==> src/rtl/seq_ctrl_if.sv <==
// Instruction, ALU and send ports of seq_ctrl grouped into one bundle.
// Handshakes: a transfer happens on any clock edge where valid and ready are
// both high. A valid source holds its payload stable until that edge, and
// ready may depend on state but never on the same cycle's valid.
// The ALU result port has no ready: i_alu_valid marks a one-cycle result.
interface seq_ctrl_if #(
  parameter int alu_width    = 16,
  parameter int seq_op_width = 2,
  parameter int seq_im_width = 8,
  parameter int num_regs     = 4
);
  localparam int reg_aw = $clog2(num_regs);

  logic                    i_inst_valid;
  logic                    o_inst_ready;
  logic [seq_op_width-1:0] i_inst_op;
  logic [reg_aw-1:0]       i_inst_rd;
  logic [reg_aw-1:0]       i_inst_ra;
  logic [reg_aw-1:0]       i_inst_rb;
  logic [seq_im_width-1:0] i_inst_imm;

  logic [alu_width-1:0]    o_alu_data_a;
  logic [alu_width-1:0]    o_alu_data_b;
  logic [seq_op_width-1:0] o_alu_op;
  logic [seq_im_width-1:0] o_alu_const;
  logic                    o_alu_valid;
  logic [alu_width-1:0]    i_alu_data;
  logic                    i_alu_valid;

  logic [alu_width-1:0]    o_send_data;
  logic                    o_send_valid;
  logic                    i_send_ready;

  // Controller side.
  modport master (
    input  i_inst_valid, i_inst_op, i_inst_rd, i_inst_ra, i_inst_rb, i_inst_imm,
    output o_inst_ready,
    output o_alu_data_a, o_alu_data_b, o_alu_op, o_alu_const, o_alu_valid,
    input  i_alu_data, i_alu_valid,
    output o_send_data, o_send_valid,
    input  i_send_ready
  );

  // Environment side: instruction source, ALU and send sink.
  modport slave (
    output i_inst_valid, i_inst_op, i_inst_rd, i_inst_ra, i_inst_rb, i_inst_imm,
    input  o_inst_ready,
    input  o_alu_data_a, o_alu_data_b, o_alu_op, o_alu_const, o_alu_valid,
    output i_alu_data, i_alu_valid,
    input  o_send_data, o_send_valid,
    output i_send_ready
  );
endinterface

==> src/rtl/seq_ctrl.sv <==
// Single-issue controller for seq_alu: latches one instruction with its
// register operands, issues it to the ALU, waits (bounded) for the result and
// writes it back, or emits a register value on the send port.
module seq_ctrl #(
  parameter int alu_width    = 16,
  parameter int seq_op_width = 2,
  parameter int seq_im_width = 8,
  parameter int num_regs     = 4,
  parameter int timeout      = 16,
  parameter logic [seq_op_width-1:0] op_push = 0,
  parameter logic [seq_op_width-1:0] op_add  = 1,
  parameter logic [seq_op_width-1:0] op_send = 3
) (
  input  logic       clk,
  input  logic       rst,
  seq_ctrl_if.master bus,
  output logic       o_busy,
  output logic       o_err,
  output logic [1:0] o_dbg_state
);
  localparam int reg_aw = $clog2(num_regs);
  localparam int cnt_w  = $clog2(timeout + 1);
  localparam logic [cnt_w-1:0] cnt_last = cnt_w'(timeout - 1);

  typedef enum logic [1:0] {
    S_IDLE  = 2'd0,
    S_ISSUE = 2'd1,
    S_WAIT  = 2'd2,
    S_SEND  = 2'd3
  } state_t;

  state_t                  state, state_n;
  logic [cnt_w-1:0]        cnt;
  logic [seq_op_width-1:0] lat_op;
  logic [reg_aw-1:0]       lat_rd;
  logic [seq_im_width-1:0] lat_imm;
  logic [alu_width-1:0]    lat_a;
  logic [alu_width-1:0]    lat_b;
  logic [alu_width-1:0]    regs [num_regs];
  logic                    err;

  logic accept;
  logic alu_done;
  logic wait_expire;

  // add decodes like any other ALU op here; only push and send are special.
  logic unused_params;
  assign unused_params = ^op_add;

  assign accept      = (state == S_IDLE) && bus.i_inst_valid;
  assign alu_done    = ((state == S_ISSUE) || (state == S_WAIT)) && bus.i_alu_valid;
  assign wait_expire = (state == S_WAIT) && !bus.i_alu_valid && (cnt == cnt_last);

  // State register.
  always_ff @(posedge clk or negedge rst) begin
    if (!rst) state <= S_IDLE;
    else      state <= state_n;
  end

  // Next-state logic; the ALU result beats the timeout in the same cycle.
  always_comb begin
    state_n = state;
    case (state)
      S_IDLE:  if (accept) state_n = (bus.i_inst_op == op_send) ? S_SEND : S_ISSUE;
      S_ISSUE: state_n = bus.i_alu_valid ? S_IDLE : S_WAIT;
      S_WAIT:  if (bus.i_alu_valid || wait_expire) state_n = S_IDLE;
      S_SEND:  if (bus.i_send_ready) state_n = S_IDLE;
      default: state_n = S_IDLE;
    endcase
  end

  // Instruction/operand latch on accept; push takes operand A from rd.
  always_ff @(posedge clk or negedge rst) begin
    if (!rst) begin
      lat_op  <= '0;
      lat_rd  <= '0;
      lat_imm <= '0;
      lat_a   <= '0;
      lat_b   <= '0;
    end else if (accept) begin
      lat_op  <= bus.i_inst_op;
      lat_rd  <= bus.i_inst_rd;
      lat_imm <= bus.i_inst_imm;
      lat_a   <= (bus.i_inst_op == op_push) ? regs[bus.i_inst_rd] : regs[bus.i_inst_ra];
      lat_b   <= regs[bus.i_inst_rb];
    end
  end

  // WAIT cycle counter, cleared whenever the controller is outside WAIT.
  always_ff @(posedge clk or negedge rst) begin
    if (!rst)                cnt <= '0;
    else if (state == S_WAIT) cnt <= cnt + cnt_w'(1);
    else                     cnt <= '0;
  end

  // Register file: written only by ALU write-back.
  always_ff @(posedge clk or negedge rst) begin
    if (!rst) begin
      for (int i = 0; i < num_regs; i++) regs[i] <= '0;
    end else if (alu_done) begin
      regs[lat_rd] <= bus.i_alu_data;
    end
  end

  // Sticky timeout flag; cleared only by reset.
  always_ff @(posedge clk or negedge rst) begin
    if (!rst)             err <= 1'b0;
    else if (wait_expire) err <= 1'b1;
  end

  assign bus.o_inst_ready = (state == S_IDLE);
  assign bus.o_alu_valid  = (state == S_ISSUE);
  assign bus.o_alu_data_a = lat_a;
  assign bus.o_alu_data_b = lat_b;
  assign bus.o_alu_op     = lat_op;
  assign bus.o_alu_const  = lat_imm;
  assign bus.o_send_valid = (state == S_SEND);
  assign bus.o_send_data  = lat_a;
  assign o_busy           = (state != S_IDLE);
  assign o_err            = err;
  assign o_dbg_state      = state;
endmodule

==> src/flat_wrapper.sv <==
// flat-port wrapper written by rule: the top's interface ports become plain ports
module seq_ctrl_flat 
#(
  parameter int alu_width    = 16,
  parameter int seq_op_width = 2,
  parameter int seq_im_width = 8,
  parameter int num_regs     = 4,
  parameter int timeout      = 16,
  parameter logic [seq_op_width-1:0] op_push = 0,
  parameter logic [seq_op_width-1:0] op_add  = 1,
  parameter logic [seq_op_width-1:0] op_send = 3
)
  (clk, rst, o_busy, o_err, o_dbg_state, bus_i_inst_valid, bus_i_inst_op, bus_i_inst_rd, bus_i_inst_ra, bus_i_inst_rb, bus_i_inst_imm, bus_o_inst_ready, bus_o_alu_data_a, bus_o_alu_data_b, bus_o_alu_op, bus_o_alu_const, bus_o_alu_valid, bus_i_alu_data, bus_i_alu_valid, bus_o_send_data, bus_o_send_valid, bus_i_send_ready);
  seq_ctrl_if #(.alu_width(alu_width), .seq_op_width(seq_op_width), .seq_im_width(seq_im_width), .num_regs(num_regs)) bus_i ();
  input  logic clk;
  input  logic rst;
  output logic o_busy;
  output logic o_err;
  output logic [1:0] o_dbg_state;
  input wire logic [$bits(bus_i.i_inst_valid)-1:0] bus_i_inst_valid;
  input wire logic [$bits(bus_i.i_inst_op)-1:0] bus_i_inst_op;
  input wire logic [$bits(bus_i.i_inst_rd)-1:0] bus_i_inst_rd;
  input wire logic [$bits(bus_i.i_inst_ra)-1:0] bus_i_inst_ra;
  input wire logic [$bits(bus_i.i_inst_rb)-1:0] bus_i_inst_rb;
  input wire logic [$bits(bus_i.i_inst_imm)-1:0] bus_i_inst_imm;
  output wire logic [$bits(bus_i.o_inst_ready)-1:0] bus_o_inst_ready;
  output wire logic [$bits(bus_i.o_alu_data_a)-1:0] bus_o_alu_data_a;
  output wire logic [$bits(bus_i.o_alu_data_b)-1:0] bus_o_alu_data_b;
  output wire logic [$bits(bus_i.o_alu_op)-1:0] bus_o_alu_op;
  output wire logic [$bits(bus_i.o_alu_const)-1:0] bus_o_alu_const;
  output wire logic [$bits(bus_i.o_alu_valid)-1:0] bus_o_alu_valid;
  input wire logic [$bits(bus_i.i_alu_data)-1:0] bus_i_alu_data;
  input wire logic [$bits(bus_i.i_alu_valid)-1:0] bus_i_alu_valid;
  output wire logic [$bits(bus_i.o_send_data)-1:0] bus_o_send_data;
  output wire logic [$bits(bus_i.o_send_valid)-1:0] bus_o_send_valid;
  input wire logic [$bits(bus_i.i_send_ready)-1:0] bus_i_send_ready;
  assign bus_i.i_inst_valid = bus_i_inst_valid;
  assign bus_i.i_inst_op = bus_i_inst_op;
  assign bus_i.i_inst_rd = bus_i_inst_rd;
  assign bus_i.i_inst_ra = bus_i_inst_ra;
  assign bus_i.i_inst_rb = bus_i_inst_rb;
  assign bus_i.i_inst_imm = bus_i_inst_imm;
  assign bus_o_inst_ready = bus_i.o_inst_ready;
  assign bus_o_alu_data_a = bus_i.o_alu_data_a;
  assign bus_o_alu_data_b = bus_i.o_alu_data_b;
  assign bus_o_alu_op = bus_i.o_alu_op;
  assign bus_o_alu_const = bus_i.o_alu_const;
  assign bus_o_alu_valid = bus_i.o_alu_valid;
  assign bus_i.i_alu_data = bus_i_alu_data;
  assign bus_i.i_alu_valid = bus_i_alu_valid;
  assign bus_o_send_data = bus_i.o_send_data;
  assign bus_o_send_valid = bus_i.o_send_valid;
  assign bus_i.i_send_ready = bus_i_send_ready;
  seq_ctrl #(.alu_width(alu_width), .seq_op_width(seq_op_width), .seq_im_width(seq_im_width), .num_regs(num_regs), .timeout(timeout), .op_push(op_push), .op_add(op_add), .op_send(op_send)) u_core (.clk(clk), .rst(rst), .bus(bus_i), .o_busy(o_busy), .o_err(o_err), .o_dbg_state(o_dbg_state));
endmodule
==> config.mk <==
export PLATFORM = sky130hd
export DESIGN_NAME = seq_ctrl_flat
export DESIGN_NICKNAME = d
export VERILOG_FILES = /design/src/rtl/seq_ctrl_if.sv /design/src/rtl/seq_ctrl.sv /design/src/flat_wrapper.sv
export SDC_FILE = /design/constraint.sdc
export NUM_CORES = 1
export LEC_CHECK = 0
export ABC_AREA = 1
export BUFFER_PORTS_ARGS = -buffer_cell sky130_fd_sc_hd__buf_2
export CORE_MARGIN = 5
export CORE_UTILIZATION = 59
export CTS_BUF_LIST = sky130_fd_sc_hd__clkbuf_8
export DETAILED_ROUTE_END_ITERATION = 8
export GPL_ROUTABILITY_DRIVEN = 0
export HOLD_SLACK_MARGIN = 0.02
export PLACE_DENSITY = 0.83
export SYNTH_ARGS = -nofsm -noshare
export SYNTH_HDL_FRONTEND = slang
export SYNTH_SLANG_ARGS = --single-unit
==> constraint.sdc <==
create_clock -name clk -period 1.5 [get_ports clk]
set_input_delay 0.15 -clock clk [delete_from_list [all_inputs] [get_ports clk]]
set_output_delay 0.15 -clock clk [all_outputs]
set_load 0.05 [all_outputs]
==> results_dict.tcl <==
set metrics [dict create \
    maxCapViolations 0 \
    syn_area_per_cell_um2 7.512 \
    syn2layout_area_growth_pct 17.99 \
    tightest_slew_ps 656.4 \
    first_pass_iters 6 \
    cts.clk_slew.worst_paths_ps 70 \
    yosysSeqAreaShare_pct 45.36 \
    via_per_inst 5.595 \
    dpl.hpwl_um 10700 \
    worstPathRequired_ps 1350 \
    critPathKind "reg2out" \
    routed_wl_um 16890 \
    yosysWarningCount 0 \
    finalHoldViolations 0 \
    start_util_pct 59.56 \
    yosys.area.top_type_share_pct 45.36 \
    pre_cts_ws_ps 19.81 \
    cts_buffers 17 \
    root_buffer "clkbuf_8" \
    vdd_ir_drop_max_uv 1375 \
    yosys.cell_count.top_type "nand2_1" \
    finalSetupViolations 1 \
    drive_above_1_share_pct 21.56 \
    cts_buffer_depth 2 \
    status "finished with violations" \
    routedWlPerCell_um 15.36 \
    h-tree-depth 4 \
    period_minus_slack_ps 1549 \
    max_freq_ghz 0.6454 \
    power.leakage_uw 0.003900 \
    syn_area_mm2 0.006400 \
    rows 38 \
    path_max_fanout 4 \
    filler_cell_count 867 \
    grt_max_degree 117 \
    die_area_mm2 0.01303 \
    slew_headroom_pct 56.24 \
    rsz0062_at_grt "yes" \
    ys_async_sr_fraction_pct 100.0 \
    hold_start "bus_i_alu_data[14]" \
    drt_iter0_drc 907 \
    grt_pass1_vias 5519 \
    drc 0 \
    grt_pass1_wl_um 27390 \
    worst_slack_ps -49.34 \
    yosysUniqueCellTypes 25 \
    power_density_mw_per_mm2 2150 \
    synth_ff_type "dfrtp_1" \
    grt.overflow.total 0 \
    nets 993 \
    port_buffers 101 \
    syn-num-nets 896 \
    skew_ps 10.15 \
    core_region_area_mm2 0.01075 \
    crit_arrival_ps 1400 \
    synth_top_cells_by_count "330 x nand2_1, 116 x dfrtp_1, 88 x nand3_1, 68 x nor2_1, 61 x o21ai_1" \
    slew_viol_final 0 \
    io_pins 102 \
    violations "setup timing" \
    power_uw 16240 \
    syn_inst 852 \
    numClockSinks 116 \
    holdWs_ps 34.36 \
    worstSetupEndpointType "output port" \
    antenna_found_initial 0 \
    grt_util_all_layers_pct 26.37 \
    ys_top_cells_by_area "dfrtp_1 45%, nand2_1 19%, nand3_1 6.9%" \
    startpoint "u_core.o_dbg_state[1]" \
    critPathLaunchType "flop" \
    cts_tree "built" \
    num_antenna_cells 0 \
    r2r-start "u_core.o_dbg_state[1]" \
    clk_latency_ps 430 \
    ys_ff_latch 116 \
    synth-edff-count 0 \
    chipWidth_um 114.2 \
    yosysTopAreaCell "dfrtp_1" \
    vias 6155 \
    fin_crit_sh_pct 103.3 \
    ant_nets 0 \
    die_y_um 114.2 \
    holdCritPathClass "in2reg" \
]
power by group:
group | switching (uW) | internal (uW) | leakage (uW)
clock network | 1180 | 1480 | 0.000204
logic | 5430 | 2360 | 0.00225
registers | 1280 | 4510 | 0.00145
registers in the layout, summed over array words and instances (netlist names):
| name | count |
|---|---|
| u_core.regs | 64 |
| u_core.bus.o_alu_data_a | 16 |
| u_core.bus.o_alu_data_b | 16 |
| u_core.bus.o_alu_const | 8 |
| u_core.cnt | 5 |
| u_core.bus.o_alu_op | 2 |
| u_core.lat_rd | 2 |
| u_core.o_dbg_state | 2 |
| u_core.o_err | 1 |
layout by cell type, fill, tap and decap left out, types with 2 or more instances in the layout:
cell type      Yosys  final
inv_2              5      4
nand2_2            2      2
clkbuf_8           0     22
buf_4             28     17
a21oi_1            3      3
inv_1             27     27
ha_1               7      3
buf_2             21     96
dfrtp_1          116    114
nand2_1          330    329
dfrtp_2            0      2
buf_12             0     12
nand3_1           88     88
clkinv_2           0      4
nor2_2             3      4
dlygate4sd3_1      0     18
o21ai_1           61     62
o21ai_0           41     40
nor2_4             2      2
inv_4              2      5
a21oi_2           13     13
nor2_1            68     67
buf_6             16      3
nand3_2           11     10
ha_2               0      3
final timing paths:
| check | depth (start not counted) | slack [ps] | endpoint |
|---|---|---|---|
| max | 4 | -50 | o_busy |
| min | 3 | 30 | u_core.regs[14] |
| max reg2reg | 7 | 20 | u_core.o_dbg_state[0] |
| min reg2reg | 1 | 470 | u_core.o_err |
| max in group asynchronous | 3 | 650 | u_core.bus.o_alu_data_b[2] |
| min in group asynchronous | 3 | 310 | u_core.regs[6] |
worst max-delay path, stage by stage (launching register included):
cell and delay [ps]:
dfrtp_2 440, inv_4 90, ha_4 160, clkinvlp_4 100, buf_6 160
logic make-up after synthesis:
group,share of synthesized area (%)
AND/OR/NAND/NOR,32.86
AO/OA/AOI/OAI,10.36
flip-flops,45.36
buffers and inverters,10.05
adder cells (fa/ha/maj),1.368
repair_timing:
action,CTS,global route
gates cloned,0,0
buffers inserted,0,4
gates resized for setup,8,7
setup endpoints to repair,4,6
pin swaps,1,2
endpoints found under the hold margin,136,0
hold buffers,18,0
per-layer routing:
layer / share of wire (%) / global-route usage [%] / vias to the layer above
met3: 11 / 5.233 / 50
met1: 40 / 37.57 / 2815
met5: 0 / 0 / -
met2: 46 / 39.19 / 379
li1: - / - / 2911
met4: 2.5 / 11.72 / 0
through the flow:
| step | cells | cell area, um^2 | setup TNS (ps) | utilization, % |
|---|---|---|---|---|
| 2_1_floorplan | 852 | 6489 | -2295 | - |
| 3_5_place_dp | 1048 | 6935 | 0 | 64.54 |
| 5_1_grt | 1100 | 7551 | -298.0 | 70.27 |
| 6_report | 1100 | 7551 | -49.34 | 70.27 |
| 4_1_cts | 1096 | 7503 | -65.89 | 69.83 |
| 3_3_place_gp | 1048 | 6935 | 0 | 64.54 |
final cells by class:
class	count	area [um^2]	area share, %
Clock buffer	22	302.8	4.010
Multi-Input combinational cell	633	2897	38.36
Sequential cell	116	2905	38.48
Clock inverter	8	61.31	0.8119
Tap cell	140	175.2	2.320
Inverter	35	147.6	1.955
Timing Repair Buffer	146	1062	14.07
Power figures use the tool's default switching activity.
